File: config.mk
export PLATFORM = sky130hd
export DESIGN_NAME = uart_frame_rx
export DESIGN_NICKNAME = d
export VERILOG_FILES = /design/src/rtl/uart_frame_rx.sv
export SDC_FILE = /design/constraint.sdc
export NUM_CORES = 1
export LEC_CHECK = 0
export CORE_UTILIZATION = 30
export DETAILED_ROUTE_END_ITERATION = 8
export PLACE_DENSITY = 0.5
export SYNTH_ARGS = -nofsm -noshare
export SYNTH_HDL_FRONTEND = slang
export SYNTH_SLANG_ARGS = --single-unit
export TNS_END_PERCENT = 1
File: constraint.sdc
create_clock -name clk -period 2.2 [get_ports clk]
set_clock_uncertainty 0.2 [all_clocks]
set_input_delay 0.44 -clock clk [delete_from_list [all_inputs] [get_ports clk]]
set_output_delay 0.44 -clock clk [all_outputs]
set_load 0.02 [all_outputs]
File: src/rtl/uart_frame_rx.sv
// -----------------------------------------------------------------------------
// uart_frame_rx
//
// Decodes fixed six-byte frames from a byte stream delivered by an upstream
// UART receiver:  0xF5, payload[31:24], payload[23:16], payload[15:8],
// payload[7:0], 0xFA.  Payload bytes are plain data (no escaping).  A frame
// that ends in a wrong byte, or stalls for TIMEOUT_CYCLES clocks, is aborted
// and counted.
//
// Parameters
//   CLK_FREQ        system clock in Hz (informational only)
//   TIMEOUT_CYCLES  inter-byte timeout in clk cycles (>= 1)
//
// Ports
//   clk         system clock, rising edge
//   rst_n       asynchronous active-low reset
//   rx_data     received byte
//   rx_valid    one-cycle strobe qualifying rx_data
//   word        last successfully decoded payload (held between frames)
//   word_valid  one-cycle strobe: word was just updated
//   frame_err   one-cycle strobe: a frame was aborted
//   err_count   saturating count of aborted frames
//   busy        high whenever a frame is in progress
// -----------------------------------------------------------------------------
module uart_frame_rx #(
   parameter int CLK_FREQ       = 25000000,
   parameter int TIMEOUT_CYCLES = 250000
) (
   input  logic        clk,
   input  logic        rst_n,
   input  logic [7:0]  rx_data,
   input  logic        rx_valid,
   output logic [31:0] word,
   output logic        word_valid,
   output logic        frame_err,
   output logic [7:0]  err_count,
   output logic        busy
);

   localparam int             TW         = $clog2(TIMEOUT_CYCLES + 1);
   localparam logic [TW-1:0]  TMO_RELOAD = TW'(TIMEOUT_CYCLES);
   localparam logic [TW-1:0]  TMO_LAST   = TW'(1);
   localparam logic [7:0]     SOF        = 8'hF5;
   localparam logic [7:0]     EOF        = 8'hFA;

   typedef enum logic [1:0] {
      IDLE = 2'd0,
      DATA = 2'd1,
      TAIL = 2'd2
   } state_t;

   // Reject nonsensical parameterisations at elaboration time.
   if (TIMEOUT_CYCLES < 1 || CLK_FREQ < 1) begin : g_bad_param
      $error("uart_frame_rx: TIMEOUT_CYCLES and CLK_FREQ must be >= 1");
   end

   state_t        state;
   logic [1:0]    byte_cnt;
   logic [31:0]   shreg;
   logic [TW-1:0] tmo;

   logic [7:0] err_next;
   logic       tmo_expire;

   assign err_next   = (err_count == 8'hFF) ? err_count : err_count + 8'd1;
   // The counter holds 1 on the last cycle before it would reach zero; a
   // cycle without a byte at that point is the expiry.  A byte arriving in
   // that same cycle takes the rx_valid branch first and therefore wins.
   assign tmo_expire = (tmo == TMO_LAST);

   // Decode of registered state only; rx_valid has no path to busy.
   assign busy = (state != IDLE);

   always_ff @(posedge clk or negedge rst_n) begin
      if (!rst_n) begin
         state      <= IDLE;
         byte_cnt   <= 2'd0;
         shreg      <= 32'd0;
         word       <= 32'd0;
         word_valid <= 1'b0;
         frame_err  <= 1'b0;
         err_count  <= 8'd0;
         tmo        <= TMO_RELOAD;
      end else begin
         // NOTE: non-blocking assignments throughout, so every branch below
         // reads the pre-edge values of state, shreg and the counters.
         word_valid <= 1'b0;
         frame_err  <= 1'b0;

         case (state)
            IDLE: begin
               if (rx_valid && rx_data == SOF) begin
                  state    <= DATA;
                  byte_cnt <= 2'd0;
                  tmo      <= TMO_RELOAD;
               end
            end

            DATA: begin
               if (rx_valid) begin
                  shreg    <= {shreg[23:0], rx_data};
                  byte_cnt <= byte_cnt + 2'd1;
                  tmo      <= TMO_RELOAD;
                  if (byte_cnt == 2'd3) begin
                     state <= TAIL;
                  end
               end else if (tmo_expire) begin
                  frame_err <= 1'b1;
                  err_count <= err_next;
                  state     <= IDLE;
                  tmo       <= TMO_RELOAD;
               end else begin
                  tmo <= tmo - TMO_LAST;
               end
            end

            TAIL: begin
               if (rx_valid) begin
                  tmo <= TMO_RELOAD;
                  if (rx_data == EOF) begin
                     word       <= shreg;
                     word_valid <= 1'b1;
                     state      <= IDLE;
                  end else begin
                     frame_err <= 1'b1;
                     err_count <= err_next;
                     // A stray start byte in the tail slot begins a new frame.
                     if (rx_data == SOF) begin
                        state    <= DATA;
                        byte_cnt <= 2'd0;
                     end else begin
                        state <= IDLE;
                     end
                  end
               end else if (tmo_expire) begin
                  frame_err <= 1'b1;
                  err_count <= err_next;
                  state     <= IDLE;
                  tmo       <= TMO_RELOAD;
               end else begin
                  tmo <= tmo - TMO_LAST;
               end
            end

            default: begin
               state <= IDLE;
            end
         endcase
      end
   end

endmodule

# --- Yosys cells after proc, flatten, opt, wreduce, memory -nomap -nowiden ---
# Cells that the tools add are included.
totals:
  ff_bits: 96
  input_bits: 11
  output_inout_bits: 43
classes:
  n_addsub: 3
  eq_ne: 15
  muxes: 32
  n_reduce_logical: 13
ops:
  columns: ["cell", "n"]
  rows:
  - ["two-way mux 18 bit", 3]
  - ["two-way mux 8 bit", 5]
  - ["case mux 18 bit (2 select lines)", 1]
  - ["== test 8 bit, second input constant", 3]
  - ["two-way mux 2 bit", 10]
  - ["== test 18 x 1 -> 1 bit, second input constant", 1]
  - ["subtractor 18 x 1 -> 18 bit, second input constant", 1]
  - ["case mux 8 bit (2 select lines)", 1]
  - ["inequality test 2 bit, second input constant", 6]
  - ["case mux 2 bit (3 select lines)", 2]
  - ["two-way mux 1 bit", 9]
  - ["adder 8 x 1 -> 8 bit, second input constant", 1]
  - ["inequality test 3 bit, second input constant", 2]
  - ["AND reduction 2 bit", 3]
  - ["AND reduction 3 bit", 2]
  - ["AND reduction 6 bit", 1]
  - ["nonzero test 2 bit", 3]
  - ["== test 2 bit, second input constant", 2]
  - ["nonzero test 3 bit", 1]
  - ["adder 2 x 1 -> 2 bit, second input constant", 1]
  - ["== test 2 x 1 -> 1 bit, second input constant", 1]
  - ["logical NOT 2 bit", 1]
  - ["case mux 1 bit (2 select lines)", 1]
  - ["OR reduction 2 bit", 1]
  - ["logical AND 1 bit", 1]

# --- Logic depth before layout (Yosys ltp) ---
# Gate-level depths: netlist (run 1).
depth:
  depth_word: 5
  ltp_mapped: 9

# --- Worst setup path after synthesis (run 1) ---
# Ideal clock, no wire load.
synth_path:
  path_type: "register to register"
  startpoint: "register tmo[1]"
  endpoint: "register err_count[7]"
  setup_ps: 128
  arrival_time_ps: 1876
  path_slack_ps: -3
  path_stages_with_launch: 9
  path_buffers: 1
  synth_period_minus_slack_ps: 2203
  path_cell_list: "dfrtp_1 inv_1 ha_1 nor4b_1 and4_1 buf_6 a31oi_4 nor4_2 mux2_1"
synth_between:
  elab_chain_len: 4
synth_lines:
  columns: ["element", "line_no", "source"]
  rows:
  - ["start, declared", "60", "logic [TW-1:0] tmo;"]
  - ["start signal, assigned", "113", "tmo <= tmo - TMO_LAST;"]
  - ["start signal, assigned", "141", "tmo <= tmo - TMO_LAST;"]
  - ["== test 18 x 1 -> 1 bit (*)", "69", "assign tmo_expire = (tmo == TMO_LAST);"]
  - ["two-way mux 8 bit (*)", null, null]
  - ["two-way mux 8 bit (on tied branches)", null, null]
  - ["case mux 8 bit (2 select lines) (*)", null, null]
  - ["end signal, assigned", "109", "err_count <= err_next;"]
  - ["end signal, assigned", "126", "err_count <= err_next;"]
  - ["end signal, assigned", "137", "err_count <= err_next;"]
  - ["end, declared", "36", "output logic [7:0] err_count,"]
# Every way passes the cells marked *; elsewhere a longest branch is shown, timed or not. The select of a mux whose other input is x is not followed.
# A chain may end at the register's enable or synchronous reset.

# --- Worst setup path after layout (run 1) ---
layout_path:
  startpoint: "register tmo[0]"
  endpoint: "register tmo[17]"
layout_between:
  elab_chain_len: 4
layout_lines:
  columns: ["element", "line_no", "source"]
  rows:
  - ["subtractor 18 x 1 -> 18 bit / == test 18 x 1 -> 1 bit (equally long branches)", "113, 141, 69", null]
  - ["two-way mux 18 bit (*)", "107, 135", null]
  - ["two-way mux 18 bit (*)", "100", "if (rx_valid) begin"]
  - ["case mux 18 bit (2 select lines) (*)", "90", "case (state)"]
# Every way passes the cells marked *; elsewhere a longest branch is shown, timed or not.

==> summary.txt, run 1 <==
Floorplan
  • Die area: 0.01494 sq mm
  • Vert. Die Dim: 122.2 um
  • Die width: 122.2 um
  • Row count: 43
  • # IOs: 54
  • Initial Util: 0.3100
  • CORE AREA: 0.01399 sq mm

Clock tree
  • CTS tree: built
  • Root buf cell: clkbuf_16
  • Number of H-tree levels: 3
  • Clk_lat worst skew: 0.34 ns
  • Total CTS buffers: 9
  • Clock buffer depth: 2
  • Clk sink count: 96
  • Clock transition at path regs: 0.07 ns

Synth
  • Synthesized area per cell: 12.79 sq um
  • Register area share after synthesis: 0.5560
  • Synth top cells by count: dfrtp_1, mux2_2, nand2_1
  • Fraction of registers with async set/reset: 1.000
  • Yosys reg bits: 96
  • Cell with the most instances after synthesis: dfrtp_1
  • Synthesized cell area: 0.004337 sq mm
  • Area leader, netlist: dfrtp_1
  • Top cells by area, synth: dfrtp_1, mux2_2, dfstp_2
  • Synth warn: 0
  • Synthesized net count: 359
  • Mapped Cells: 339
  • Most used DFF post-synth: dfrtp_1
  • Synth top area share: 0.5136
  • Synth unique cells: 60
  • EDFF count, synth: 0

Critical path
  • Worst Path Required: 2.26 ns
  • CP Capture Type: flop
  • Critical setup path kind: reg -> reg
  • CP max FO: 4
  • Crit path launch type: flop
  • Data arrival, critical path: 2.20 ns

Place
  • Post-DP HPWL: 6.545 mm
  • Area post-placement: 0.005520 sq mm
  • DP Cell Count: 620
  • Number of port buffers: 53
  • Dpl ws: -0.3942 ns
  • Routability cong.: 0.8215

Detailed routing
  • First-pass iteration count of the detailed router: 4
  • Final antenna-violating net count: 0
  • Initial detailed-routing violation count: 115
  • DR vias: 3057
  • WL/cell: 14.79 um
  • Vias/cell: 4.777
  • DRC errors left: 0
  • Final wirelength: 9.465 mm

Layout
  • Register area: 0.002412 sq mm
  • Final Cell Area: 0.006035 sq mm
  • Fraction of layout cells with a size suffix above 1: 0.4174
  • Area grow syn2layout: 39.15%
  • N_diodes: 0
  • Fillers: 1322
  • Fin cells: 640
  • Final layout net count: 475
  • Footprint of the multi-input gates: 0.001978 sq mm

Power
  • Psw: 1.456 mW
  • P_leak: 2.834 nW
  • VDD IR max: 0.5354 mV
  • Gate power share: 0.243
  • Int Power: 3.641 mW
  • Clk network pwr share: 0.338
  • Sequential share of power: 0.419
  • PwrDens: 844.7 mW/mm^2
  • Sw Ratio: 0.2857
  • Tot Pwr: 5.097 mW

GRT
  • First-pass GRT wire length: 15.80 mm
  • Total Routing Usage GR: 0.1375
  • Vias in the first global route: 3135
  • Initial antenna violation count: 0
  • GRT overflow: 0
  • Largest net degree at the start of global routing: 97

Timing
  • Hold Vio Cnt, Final: 0
  • Final min period: 2.135 ns
  • Post-route setup slack: 0.06480 ns
  • RSZ-0062 raised after global routing: yes
  • Worst slew margin: 0.6462
  • Tcrit/Tclk final: 0.9705
  • Final setup viols: 0
  • Fmax: 468.3 MHz
  • Worst-Margin Slew: 0.5307 ns
  • Slew Limit Fails: 0

Hold path
  • Hold Crit Class: in -> reg

Flow run
  • Max cap viols: 0

Status
  • Status: complete, no violations
==> critical path, cell delays in order, from the launching register on <==
cell and delay, ns:
dfrtp_1 0.42, ha_4 0.17, nor4b_4 0.12, and4_4 0.19, buf_4 0.13, a211o_2 0.39, o41ai_2 0.32, o31ai_2 0.11
==> flip-flops by register name (all words and copies together), names as in the netlist <==
signal      count
word_valid      1
frame_err       1
byte_cnt        2
state           2
err_count       8
word           32
tmo            18
shreg          32
==> metrics by stage <==
stage	TNS, ns	util	hold slack, ns
floorplan	0	-	-0.05559
global placement	-15.71	0.3946	0.2873
detailed placement	-16.43	0.3946	0.2881
CTS	-0.06790	0.4203	0.3035
global route	-0.1321	0.4314	0.1812
finish	0	0.4314	0.1814
==> metal layers <==
layer,track usage,wire [um],vias up
met5,0,0,-
met2,0.2303,4675,44
met1,0.1705,4368,1519
met4,0.04649,150,0
li1,-,-,1481
met3,0.03671,271,13
==> area by class of cell <==
class | count | area share
clock buffer | 11 | 0.04022
clock inverter | 5 | 0.01451
inverter | 9 | 0.006013
multi-input combinational | 224 | 0.3278
sequential | 96 | 0.3998
tap | 180 | 0.03732
timing repair buffer | 115 | 0.1744
==> power groups by stage <==
stage	clock network, mW	logic, mW	registers, mW
after floorplan	0	0.567	2.17
after global placement	0	1.14	2.14
after detailed placement	0	1.16	2.15
after CTS	1.80	1.17	2.12
after global routing	1.86	1.37	2.16
final	1.73	1.24	2.14
==> cell families after synthesis <==
group / share of synthesized area
AO/OA/AOI/OAI: 0.08916
flip-flops: 0.5560
adder cells (fa/ha/maj): 0.02597
AND/OR/NAND/NOR: 0.1148
multiplexers: 0.1887
buffers and inverters: 0.01933
XOR/XNOR: 0.006060
==> worst paths after layout <==
kind,start,endpoint,slack (ns),depth (start not counted)
min,rx_data[3],shreg[3],0.18,2
max reg2reg,tmo[0],tmo[17],0.06,7
min reg2reg,shreg[29],word[29],0.30,1
min in group asynchronous,rst_n,word[24],0.48,3
max in group asynchronous,rst_n,state[0],0.89,3
max,tmo[0],tmo[17],0.06,7
==> cells in the final DEF, fill, tap and decap left out, types with 6 or more instances in the layout <==
master and n:
buf_4 58, clkbuf_16 9, clkdlybuf4s50_1 43, mux2_2 68, nor2_1 14, dfstp_2 7, nor3_1 7, nand2_1 24
nand3_1 6, ha_1 6, o21ai_0 9, dfrtp_1 88, a21oi_1 8, inv_1 6, dlymetal6s2s_1 7
==> timing repair <==
| item | in CTS | in global routing |
|---|---|---|
| gates resized for setup | 7 | 34 |
| hold endpoints to repair | 89 | 0 |
| hold buffers | 1 | 0 |
| endpoints found under the setup margin | 18 | 18 |
| setup buffers | 0 | 5 |
| pin swaps | 0 | 9 |
No activity file was read; power rests on OpenSTA's default activity.
==> run 2: changes to the inputs <==
--- a/config.mk
+++ b/config.mk
@@ -11,4 +11,4 @@
 export SYNTH_ARGS = -nofsm -noshare
 export SYNTH_HDL_FRONTEND = slang
 export SYNTH_SLANG_ARGS = --single-unit
-export TNS_END_PERCENT = 1
+export TNS_END_PERCENT = 10
==> results of run 2 <==
Final layout, timing and power as in run 1 (identical DEF).
